==> src/rtl/reg_arb_pkg.sv <==
// reg_arb_pkg: shared types and helpers for the register write arbiter.
//   STATS_W   - width of one per-requester grant counter
//   MAX_REQ   - largest supported requester count (index width fixed at 3 bits)
//   stat_cnt_t- saturating grant counter type (used when REG_ARB_STATS_EN is defined)
//   rr_pick   - round-robin search: first valid requester at or after ptr,
//               wrapping modulo num_req; returns {found, idx}.
package reg_arb_pkg;

  localparam int STATS_W = 16;
  localparam int MAX_REQ = 8;
  localparam int IDX_W   = 3;

  typedef logic [STATS_W-1:0] stat_cnt_t;

  typedef struct packed {
    logic             found;
    logic [IDX_W-1:0] idx;
  } rr_pick_t;

  function automatic rr_pick_t rr_pick(input logic [MAX_REQ-1:0] valid,
                                       input logic [IDX_W-1:0]   ptr,
                                       input int                 num_req);
    rr_pick_t res;
    int       cand;
    res = '0;
    for (int k = 0; k < MAX_REQ; k++) begin
      if (k < num_req && !res.found) begin
        cand = (int'(ptr) + k) % num_req;
        if (valid[cand]) begin
          res.found = 1'b1;
          res.idx   = IDX_W'(cand);
        end
      end
    end
    return res;
  endfunction

endpackage

==> src/rtl/rr_arbiter.sv <==
// rr_arbiter: round-robin grant selection with a rotating priority pointer.
//   clk, rst   - clock, asynchronous active-low reset (pointer returns to 0)
//   hold       - 1 suppresses every grant and freezes the pointer
//   req_valid  - per-requester request
//   req_ready  - one-hot grant (combinational, 0 while in reset)
//   gnt_idx    - index of the granted requester (valid when gnt_vld=1)
//   gnt_vld    - a transfer happens at the next rising edge
module rr_arbiter
  import reg_arb_pkg::*;
#(
  parameter int NUM_REQ = 3
) (
  input  logic               clk,
  input  logic               rst,
  input  logic               hold,
  input  logic [NUM_REQ-1:0] req_valid,
  output logic [NUM_REQ-1:0] req_ready,
  output logic [IDX_W-1:0]   gnt_idx,
  output logic               gnt_vld
);

  logic [IDX_W-1:0]   ptr;
  logic [MAX_REQ-1:0] valid_ext;
  rr_pick_t           pick;

  always_comb begin
    valid_ext                = '0;
    valid_ext[NUM_REQ-1:0]   = req_valid;
  end

  assign pick = rr_pick(valid_ext, ptr, NUM_REQ);

  // Reset is folded into the grant so req_ready is 0 while rst is low.
  assign gnt_vld = rst & ~hold & pick.found;
  assign gnt_idx = pick.idx;

  always_comb begin
    req_ready = '0;
    for (int i = 0; i < NUM_REQ; i++) begin
      req_ready[i] = gnt_vld && (pick.idx == IDX_W'(i));
    end
  end

  // Winner drops to lowest priority; no transfer leaves the pointer alone.
  always_ff @(posedge clk or negedge rst) begin
    if (!rst) begin
      ptr <= '0;
    end else if (gnt_vld) begin
      ptr <= (int'(pick.idx) == NUM_REQ - 1) ? '0 : pick.idx + 1'b1;
    end
  end

endmodule

==> src/rtl/reg_write_arbiter.sv <==
// reg_write_arbiter: shares the write port of a NUM_REGS x N register bank
// among NUM_REQ requesters using round-robin valid/ready arbitration.
//
// Handshake: a transfer happens at a rising edge where req_valid[i] and
// req_ready[i] are both 1; a requester keeps valid/addr/data stable until
// granted and may withdraw by dropping valid before that.
//
// Ports:
//   clk, rst   - clock, asynchronous active-low reset
//   hold       - 1 blocks new grants (stall/flush); in-flight write still issues
//   req_valid  - per-requester request
//   req_addr   - packed addresses, requester i at [i*ADDR_W +: ADDR_W]
//   req_data   - packed data, requester i at [i*N +: N]
//   req_ready  - one-hot combinational grant
//   reg_en     - registered one-hot bank write enable (one cycle per transfer)
//   reg_d      - registered write data (holds when idle)
//   addr_err   - sticky: a granted address was >= NUM_REGS
//   grant_cnt  - only with REG_ARB_STATS_EN: 16-bit saturating per-requester
//                transfer counters, requester i at [i*16 +: 16]
module reg_write_arbiter
  import reg_arb_pkg::*;
#(
  parameter  int N        = 32,
  parameter  int NUM_REQ  = 3,
  parameter  int NUM_REGS = 16,
  localparam int ADDR_W   = $clog2(NUM_REGS)
) (
  input  logic                      clk,
  input  logic                      rst,
  input  logic                      hold,
  input  logic [NUM_REQ-1:0]        req_valid,
  input  logic [NUM_REQ*ADDR_W-1:0] req_addr,
  input  logic [NUM_REQ*N-1:0]      req_data,
  output logic [NUM_REQ-1:0]        req_ready,
  output logic [NUM_REGS-1:0]       reg_en,
  output logic [N-1:0]              reg_d,
  output logic                      addr_err
`ifdef REG_ARB_STATS_EN
  ,
  output logic [NUM_REQ*STATS_W-1:0] grant_cnt
`endif
);

  logic [IDX_W-1:0]    gnt_idx;
  logic                gnt_vld;
  logic [ADDR_W-1:0]   sel_addr;
  logic [N-1:0]        sel_data;
  logic                in_range;
  logic [NUM_REGS-1:0] en_nxt;

  rr_arbiter #(
    .NUM_REQ (NUM_REQ)
  ) u_arb (
    .clk       (clk),
    .rst       (rst),
    .hold      (hold),
    .req_valid (req_valid),
    .req_ready (req_ready),
    .gnt_idx   (gnt_idx),
    .gnt_vld   (gnt_vld)
  );

  // Select the winner's address and data.
  always_comb begin
    sel_addr = '0;
    sel_data = '0;
    for (int i = 0; i < NUM_REQ; i++) begin
      if (gnt_idx == IDX_W'(i)) begin
        sel_addr = req_addr[i*ADDR_W +: ADDR_W];
        sel_data = req_data[i*N +: N];
      end
    end
  end

  // NUM_REGS need not be a power of two, so high codes may have no register.
  assign in_range = 32'(sel_addr) < 32'(NUM_REGS);

  always_comb begin
    en_nxt = '0;
    for (int r = 0; r < NUM_REGS; r++) begin
      en_nxt[r] = gnt_vld && in_range && (sel_addr == ADDR_W'(r));
    end
  end

  always_ff @(posedge clk or negedge rst) begin
    if (!rst) begin
      reg_en   <= '0;
      reg_d    <= '0;
      addr_err <= 1'b0;
    end else begin
      reg_en <= en_nxt;
      if (gnt_vld) begin
        reg_d <= sel_data;
      end
      if (gnt_vld && !in_range) begin
        addr_err <= 1'b1;
      end
    end
  end

`ifdef REG_ARB_STATS_EN
  stat_cnt_t cnt [NUM_REQ];

  always_ff @(posedge clk or negedge rst) begin
    if (!rst) begin
      for (int i = 0; i < NUM_REQ; i++) begin
        cnt[i] <= '0;
      end
    end else begin
      for (int i = 0; i < NUM_REQ; i++) begin
        if (gnt_vld && gnt_idx == IDX_W'(i) && cnt[i] != '1) begin
          cnt[i] <= cnt[i] + 1'b1;
        end
      end
    end
  end

  always_comb begin
    grant_cnt = '0;
    for (int i = 0; i < NUM_REQ; i++) begin
      grant_cnt[i*STATS_W +: STATS_W] = cnt[i];
    end
  end
`endif

endmodule

==> config.mk <==
export PLATFORM = sky130hd
export DESIGN_NAME = reg_write_arbiter
export DESIGN_NICKNAME = d
export VERILOG_FILES = /design/src/rtl/reg_arb_pkg.sv /design/src/rtl/rr_arbiter.sv /design/src/rtl/reg_write_arbiter.sv
export SDC_FILE = /design/constraint.sdc
export NUM_CORES = 1
export LEC_CHECK = 0
export CAP_MARGIN = 30
export CORE_AREA = 5 5 95 97
export CTS_BUF_LIST = sky130_fd_sc_hd__clkbuf_8
export DETAILED_ROUTE_END_ITERATION = 8
export DIE_AREA = 0 0 100 102
export PLACE_DENSITY_LB_ADDON = 0.25
export SLEW_MARGIN = 40
export SYNTH_ARGS = -nofsm -noshare
export SYNTH_HDL_FRONTEND = slang
export SYNTH_SLANG_ARGS = --single-unit
==> constraint.sdc <==
create_clock -name clk -period 16.1 [get_ports clk]
set_input_delay 4.025 -clock clk [delete_from_list [all_inputs] [get_ports clk]]
set_output_delay 4.025 -clock clk [all_outputs]
set_load 0.05 [all_outputs]
==> summary.txt, run 1 <==
CTS
  • CTS H-tree lvls: 2
  • Largest buffer count on any clock path: 2
  • CTS resizes: 0
  • Worst-path clk slew: 90 ps
  • CTS hold repair buffers: 0
  • Clock sinks: 51
  • Postcts setup bufs: 0
  • CTS root buf: clkbuf_8
  • Worst-skew pair later-pin latency: 310 ps
  • CTS tree: yes
  • TritonCTS Buffers: 5

Worst hold path
  • Hold endpoint: reg_d[8]
  • Worst hold path type: flop to flop
  • Hold Startpoint: reg_d[8]
  • Hold Crit Depth: 2

Timing
  • Fmax: 84.5 MHz
  • Slew HR: 54.8%
  • Fin Hold WS: 490 ps
  • Skew final: 11.1 ps
  • Fin. max-slew vios: 0
  • RSZ-0062 raised after global routing: false
  • Setup TNS: 0 ps
  • Tightest Pin Transition: 676 ps
  • Fin crit period: 11830 ps
  • Tcrit/Tclk final: 73.5%
  • Setup-failing EPs final: 0
  • Final WS setup: 4270 ps
  • Final Hold Vio Count: 0

Power and ir drop
  • Max IR drop VDD: 127 uV
  • PwrDens: 227 nW/um^2
  • Leakage power: 0.00234 uW

Synthesis
  • Ys async rst share: 100%
  • Yosys warnings: 0
  • Seq/Total Area, Yosys: 35.5%
  • Post-synth top flop: dfrtp_1
  • Yosys top cell by area: dfrtp_1
  • Distinct cells, synth: 62
  • Post-synth EDFFs: 0
  • Top cells by area, synth: dfrtp_1, mux2i_1, o221ai_1, ha_1, inv_1
  • Synthesized area: 3590 sq um
  • Post-Syn Nets: 503
  • Syn Inst Count: 372
  • Post-synth top area share: 35.5%
  • Number of synthesized register bits: 51
  • Avg Inst Size Synth: 9.66 sq um

Detailed routing
  • Drt first pass iters: 4
  • Vias: 3457
  • Vias per cell: 5.52
  • WL/cell: 17.6 microns
  • WL final: 11000 microns
  • Residual DRC: 0
  • DR iter-0 viols: 123
  • Antenna viol nets, final: 0

GRT
  • GRT Total Usage: 21.0%
  • Initial antenna violation count: 0
  • GR Util met3: 8.40%
  • Met2 Resource Use GR: 38.1%
  • Global-route wire length before repair: 17000 microns
  • Gr busiest metal: met2
  • Vias in the first global route: 3483
  • Grt total ovfl: 0
  • Pin count of the biggest net entering global routing: 63
  • GR Util met1: 23.2%

Finish
  • Multi-input logic area: 2080 sq um
  • Proportion of layout cells with a drive suffix above 1: 8.25%
  • Synth-to-layout area growth: 49.6%
  • Inserted Diodes: 0
  • # nets final: 651
  • Sequential cell area: 1280 sq um
  • Final instance area: 5380 sq um
  • Final-layout fill cell count: 675

Critical path
  • Worst setup EP type: output port
  • Worst path slowest cell: clkdlybuf4s50_1
  • Critical path class: primary input to output port
  • Crit path launch type: primary input
  • Crit Path Max Fanout: 62
  • FF-to-FF End: reg_en[0]
  • Max incr delay on CP: 840 ps
  • Reg2Reg Setup Slack: 10200 ps
  • FF-to-FF path depth: 17
  • RR Startpoint: u_arb.ptr[0]
  • CP required: 12070 ps
  • Worst endpoint data arrival time: 7810 ps
  • Cell Chain, Critical Path: clkdlybuf4s50_1, nor2_1, mux4_2, or3_1, a211o_4, nand2b_2, nor2_1, clkdlybuf4s50_1

Die
  • Die ar.: 10200 sq um
  • Die width: 100 microns
  • Rows: 33
  • Die height: 102 microns
  • I/O Pins: 166
  • Initial core utilization: 44.6%
  • Core footprint: 8050 sq um

Placement
  • Final HPWL DP: 8680 microns
  • Post-place setup slack: 4270 ps
  • Placed Area: 5280 sq um
  • Final Wtd Congestion: 0.832
  • I/O Buffers: 164

Run
  • Max cap viols: 0

Outcome
  • Status: complete, no violations
how the worst max path moves through the flow:
stage / startpoint / end / depth (start not counted)
after global routing: req_valid[0] / req_ready[0] / 8
after CTS: req_valid[0] / req_ready[0] / 8
after detailed placement: req_valid[0] / req_ready[0] / 8
final: req_valid[0] / req_ready[0] / 8
after floorplan: req_valid[0] / req_ready[1] / 7
after global placement: req_valid[0] / req_ready[0] / 8
critical path: cells and delay by family:
family | cells | cell delay, ps
mux | 1 | 490
buf+inv | 2 | 1390
simple gates | 4 | 1270
compound gates | 1 | 590
flip-flops by register name (all words and copies together) (netlist names):
name,flops
reg_d,32
reg_en,16
u_arb.ptr,3
cell families after synthesis:
kind of cell	Yosys count	share of synthesized area, %
buffers and inverters	62	7.24
AOI/OAI and AO/OA	83	18.0
adders and majority gates	17	5.92
xor gates and xnor gates	6	1.46
other	1	0.104
and+or+nand+nor	105	17.7
DFF	51	35.5
muxes	47	14.0
per-layer routing:
| metal | routed length [microns] | vias to the layer above |
|---|---|---|
| li1 | - | 1660 |
| met2 | 5700 | 141 |
| met4 | 176 | 0 |
| met5 | 0 | - |
| met3 | 1090 | 12 |
| met1 | 4030 | 1644 |
layout make-up:
type	count	share of cell area, %
well taps	105	2.44
repair buffers	166	30.7
clock inverters	2	0.256
flip-flops and latches	51	23.7
clock buffers	6	1.54
multi-input cells	259	38.7
inverters	37	2.58
per-stage QoR:
step / utilization [%] / power (uW) / std cells
after global placement: 65.3 / 1120 / 618
after floorplan: - / 918 / 372
after global routing: 66.8 / 1310 / 626
after detailed placement: 65.6 / 1150 / 618
final: 66.8 / 1220 / 626
after CTS: 66.8 / 1230 / 626
layout by cell type (no fill, tap or decap), drive strengths merged, types with 2 or more instances in the layout:
cell type,instances
a21o,5
a311oi,2
mux2i,38
nand2,35
a21oi,12
nor3,7
dfrtp,51
o21ai,8
a211o,3
a21boi,2
nor3b,3
clkdlybuf4s50,163
nor2b,4
o31ai,4
and4b,2
nor2,9
nor4b,8
nand4,2
clkbuf,6
xnor2,6
a211oi,2
buf,3
inv,38
ha,17
a31oi,2
mux2,8
o22ai,4
o221ai,26
or3,3
nand2b,9
o32ai,2
nand3,3
nor4,12
o21a,2
and2,3
synth_stat cells (all sizes together) (2+ instances only):
cell,n
and2,3
and4b,2
dfrtp,51
nor3,7
a211oi,2
inv,37
ha,17
o22ai,4
mux2,8
clkbuf,16
a21oi,12
mux2i,38
nand4,2
nor3b,3
or3,3
o31ai,4
a21o,5
a311oi,2
o21ai,8
o21a,2
a21boi,2
a31oi,2
o221ai,26
nand2b,9
o32ai,2
nor2b,4
nand2,35
nor4,12
nor2,9
nand3,3
xnor2,6
a211o,3
buf,9
nor4b,8
power by group:
part           switching [uW]  internal, uW  total (uW)  leakage [uW]
logic                     567           367         934       0.00163
clock network            44.1          35.3        79.4     0.0000516
registers                32.9           176         209      0.000661
(Power assumes the default switching activity.)
==> run 2, diff against run 1 <==
CORE_AREA = 5 5 98 100   (was 5 5 95 97)
DIE_AREA = 0 0 103 105   (was 0 0 100 102)
clock period = 11.3 ns   (was 16.1 ns; I/O delays follow)
==> run 2 against run 1 <==
Critical path depth did not move; clock skew is 1.3 ps lower; first-iteration DRC count down 17%; setup slack worse by 2400 ps; critical path type unchanged; largest cell class unchanged.
==> summary.txt, run 2 (same netlist as run 1, synthesis figures left out) <==
Outcome
  • Status: complete, no violations

Die
  • Die ar.: 10800 sq um (+6.0%)
  • Rows: 34 (+3.0%)
  • Die height: 105 microns (+2.9%)
  • Initial core utilization: 41.8% (-2.8 points)
  • Die width: 103 microns (+3.0%)
  • Core footprint: 8590 sq um (+6.7%)
  • I/O Pins: 166 (unchanged)

Timing
  • Tightest Pin Transition: 693 ps (+17.5 ps)
  • Setup TNS: 0 ps (unchanged)
  • Fin crit period: 9430 ps
  • Tcrit/Tclk final: 83.4%
  • RSZ-0062 raised after global routing: false
  • Skew final: 9.85 ps (-1.30 ps)
  • Slew HR: 53.6% (-1.2 points)
  • Fin. max-slew vios: 0 (unchanged)
  • Fmax: 106 MHz
  • Setup-failing EPs final: 0 (unchanged)
  • Final WS setup: 1870 ps (-2390 ps)
  • Final Hold Vio Count: 0 (unchanged)

Critical path
  • Crit path launch type: primary input
  • CP required: 8480 ps (-3590 ps)
  • Worst path slowest cell: clkdlybuf4s50_1
  • Worst setup EP type: output port
  • Max incr delay on CP: 840 ps (about the same)
  • Crit Path Max Fanout: 62 (unchanged)
  • Buf/Inv on CP: 2 (unchanged)
  • Cell Chain, Critical Path: clkdlybuf4s50_1, nor2_1, mux4_2, or3_1, a211o_4, nand2b_2, nor2_1, clkdlybuf4s50_1
  • CP top delay family: buffers and inverters
  • Worst endpoint data arrival time: 6600 ps (-1210 ps)
  • Critical path class: primary input to output port

Finish
  • # nets final: 651 (unchanged)
  • Fin cells: 629 (+0.48%)
  • Proportion of layout cells with a drive suffix above 1: 8.25% (unchanged)
  • Largest reg by FF count: reg_d
  • Most frequent cells in the layout: clkdlybuf4s50_1, dfrtp_1, mux2i_1, inv_1, nand2_1
  • Top Registers: reg_d (32), reg_en (16), u_arb.ptr (3)
  • Most common cell after layout, fill and taps aside: clkdlybuf4s50_1
  • Largest register FFs: 32 (unchanged)
  • Multi-input logic area: 2080 sq um (unchanged)
  • Inserted Diodes: 0 (unchanged)
  • Sequential cell area: 1280 sq um (unchanged)
  • Final-layout fill cell count: 735 (+8.9%)
  • Synth-to-layout area growth: 49.7% (about the same)

Detailed routing
  • Vias per cell: 5.48 (-0.85%)
  • Vias: 3444 (-0.38%)
  • Drt first pass iters: 4 (unchanged)
  • Antenna viol nets, final: 0 (unchanged)
  • WL/cell: 17.8 microns (+1.4%)
  • Residual DRC: 0 (unchanged)
  • DR iter-0 viols: 102 (-17%)
  • WL final: 11200 microns (+1.9%)

Placement
  • Post-Place Cells: 621 (+0.49%)
  • Post-place setup slack: 1890 ps (-2390 ps)
  • Final HPWL DP: 8780 microns (+1.2%)
  • Final Wtd Congestion: 0.836 (+0.37%)
  • I/O Buffers: 164 (unchanged)

GRT
  • Vias in the first global route: 3399 (-2.4%)
  • Pin count of the biggest net entering global routing: 63 (unchanged)
  • GRT Total Usage: 20.4% (-0.67 points)
  • Global-route wire length before repair: 17300 microns (+1.7%)
  • Initial antenna violation count: 0 (unchanged)
  • Grt total ovfl: 0 (unchanged)

CTS
  • CTS resizes: 0 (unchanged)
  • CTS tree: yes
  • CTS H-tree lvls: 2 (unchanged)
  • CTS hold repair buffers: 0 (unchanged)
  • TritonCTS Buffers: 5 (unchanged)
  • CTS root buf: clkbuf_8
  • Largest buffer count on any clock path: 2 (unchanged)
  • Clock sinks: 51 (unchanged)
  • Postcts setup bufs: 0 (unchanged)
  • Worst-skew pair later-pin latency: 300 ps (about the same)
  • Worst-path clk slew: 100 ps (about the same)

Power and ir drop
  • PwrDens: 325 nW/um^2 (+43%)
  • Max IR drop VDD: 233 uV (+83%)
  • Overall Power: 1750 uW (+43%)
  • Leakage power: 0.00234 uW (unchanged)

Worst hold path
  • Worst hold path type: flop to flop

Run
  • Max cap viols: 0 (unchanged)
-- run 2: final timing paths --
| check | cells past startpoint | slack, ps | start | endpoint |
|---|---|---|---|---|
| setup / recovery | 8 | 1870 | req_valid[0] | req_ready[0] |
| hold / removal | 2 | 490 | reg_d[8] | reg_d[8] |
| setup reg to reg | 16 | 5380 | u_arb.ptr[0] | reg_en[5] |
| hold reg to reg | 2 | 490 | reg_d[8] | reg_d[8] |
| max in group asynchronous | 2 | 8150 | rst | reg_d[20] |
| min in group asynchronous | 2 | 2730 | rst | reg_d[22] |
-- run 2: worst register-to-register path: cells and delay by family (launching register included) --
family,cells,cell delay [ps]
AND/OR/NAND/NOR,8,2260
AO/OA/AOI/OAI,4,1410
adder cells (fa/ha/maj),3,990
buffers and inverters,1,400
flip-flops,1,760
-- run 2: report_power, final --
group	leakage, uW	internal, uW	switching [uW]
logic	0.00163	523	811
clock network	0.0000516	50.3	65.1
registers	0.000661	251	48.0
total	0.00234	824	924
-- run 2: stage by stage --
step                      instance area (sq um)  hold WS [ps]  util, %
after detailed placement                   5280           469     61.5
after global placement                     5260           461     61.2
after floorplan                            3590           661        -
after CTS                                  5380           493     62.6
final                                      5380           491     62.6
after global routing                       5380           508     62.6
-- run 2: final cells by class --
class | instances | share of cell area, %
inverter | 37 | 2.58
sequential | 51 | 23.7
tap | 108 | 2.51
multi-input combinational | 259 | 38.7
clock buffer | 6 | 1.54
timing repair buffer | 166 | 30.7
clock inverter | 2 | 0.256
-- run 2: per-layer routing --
| metal | part of all wire (%) | track usage, % |
|---|---|---|
| met5 | 0 | 0 |
| met4 | 1.6 | 4.72 |
| met1 | 38 | 23.9 |
| met2 | 51 | 35.0 |
| met3 | 9.7 | 7.46 |
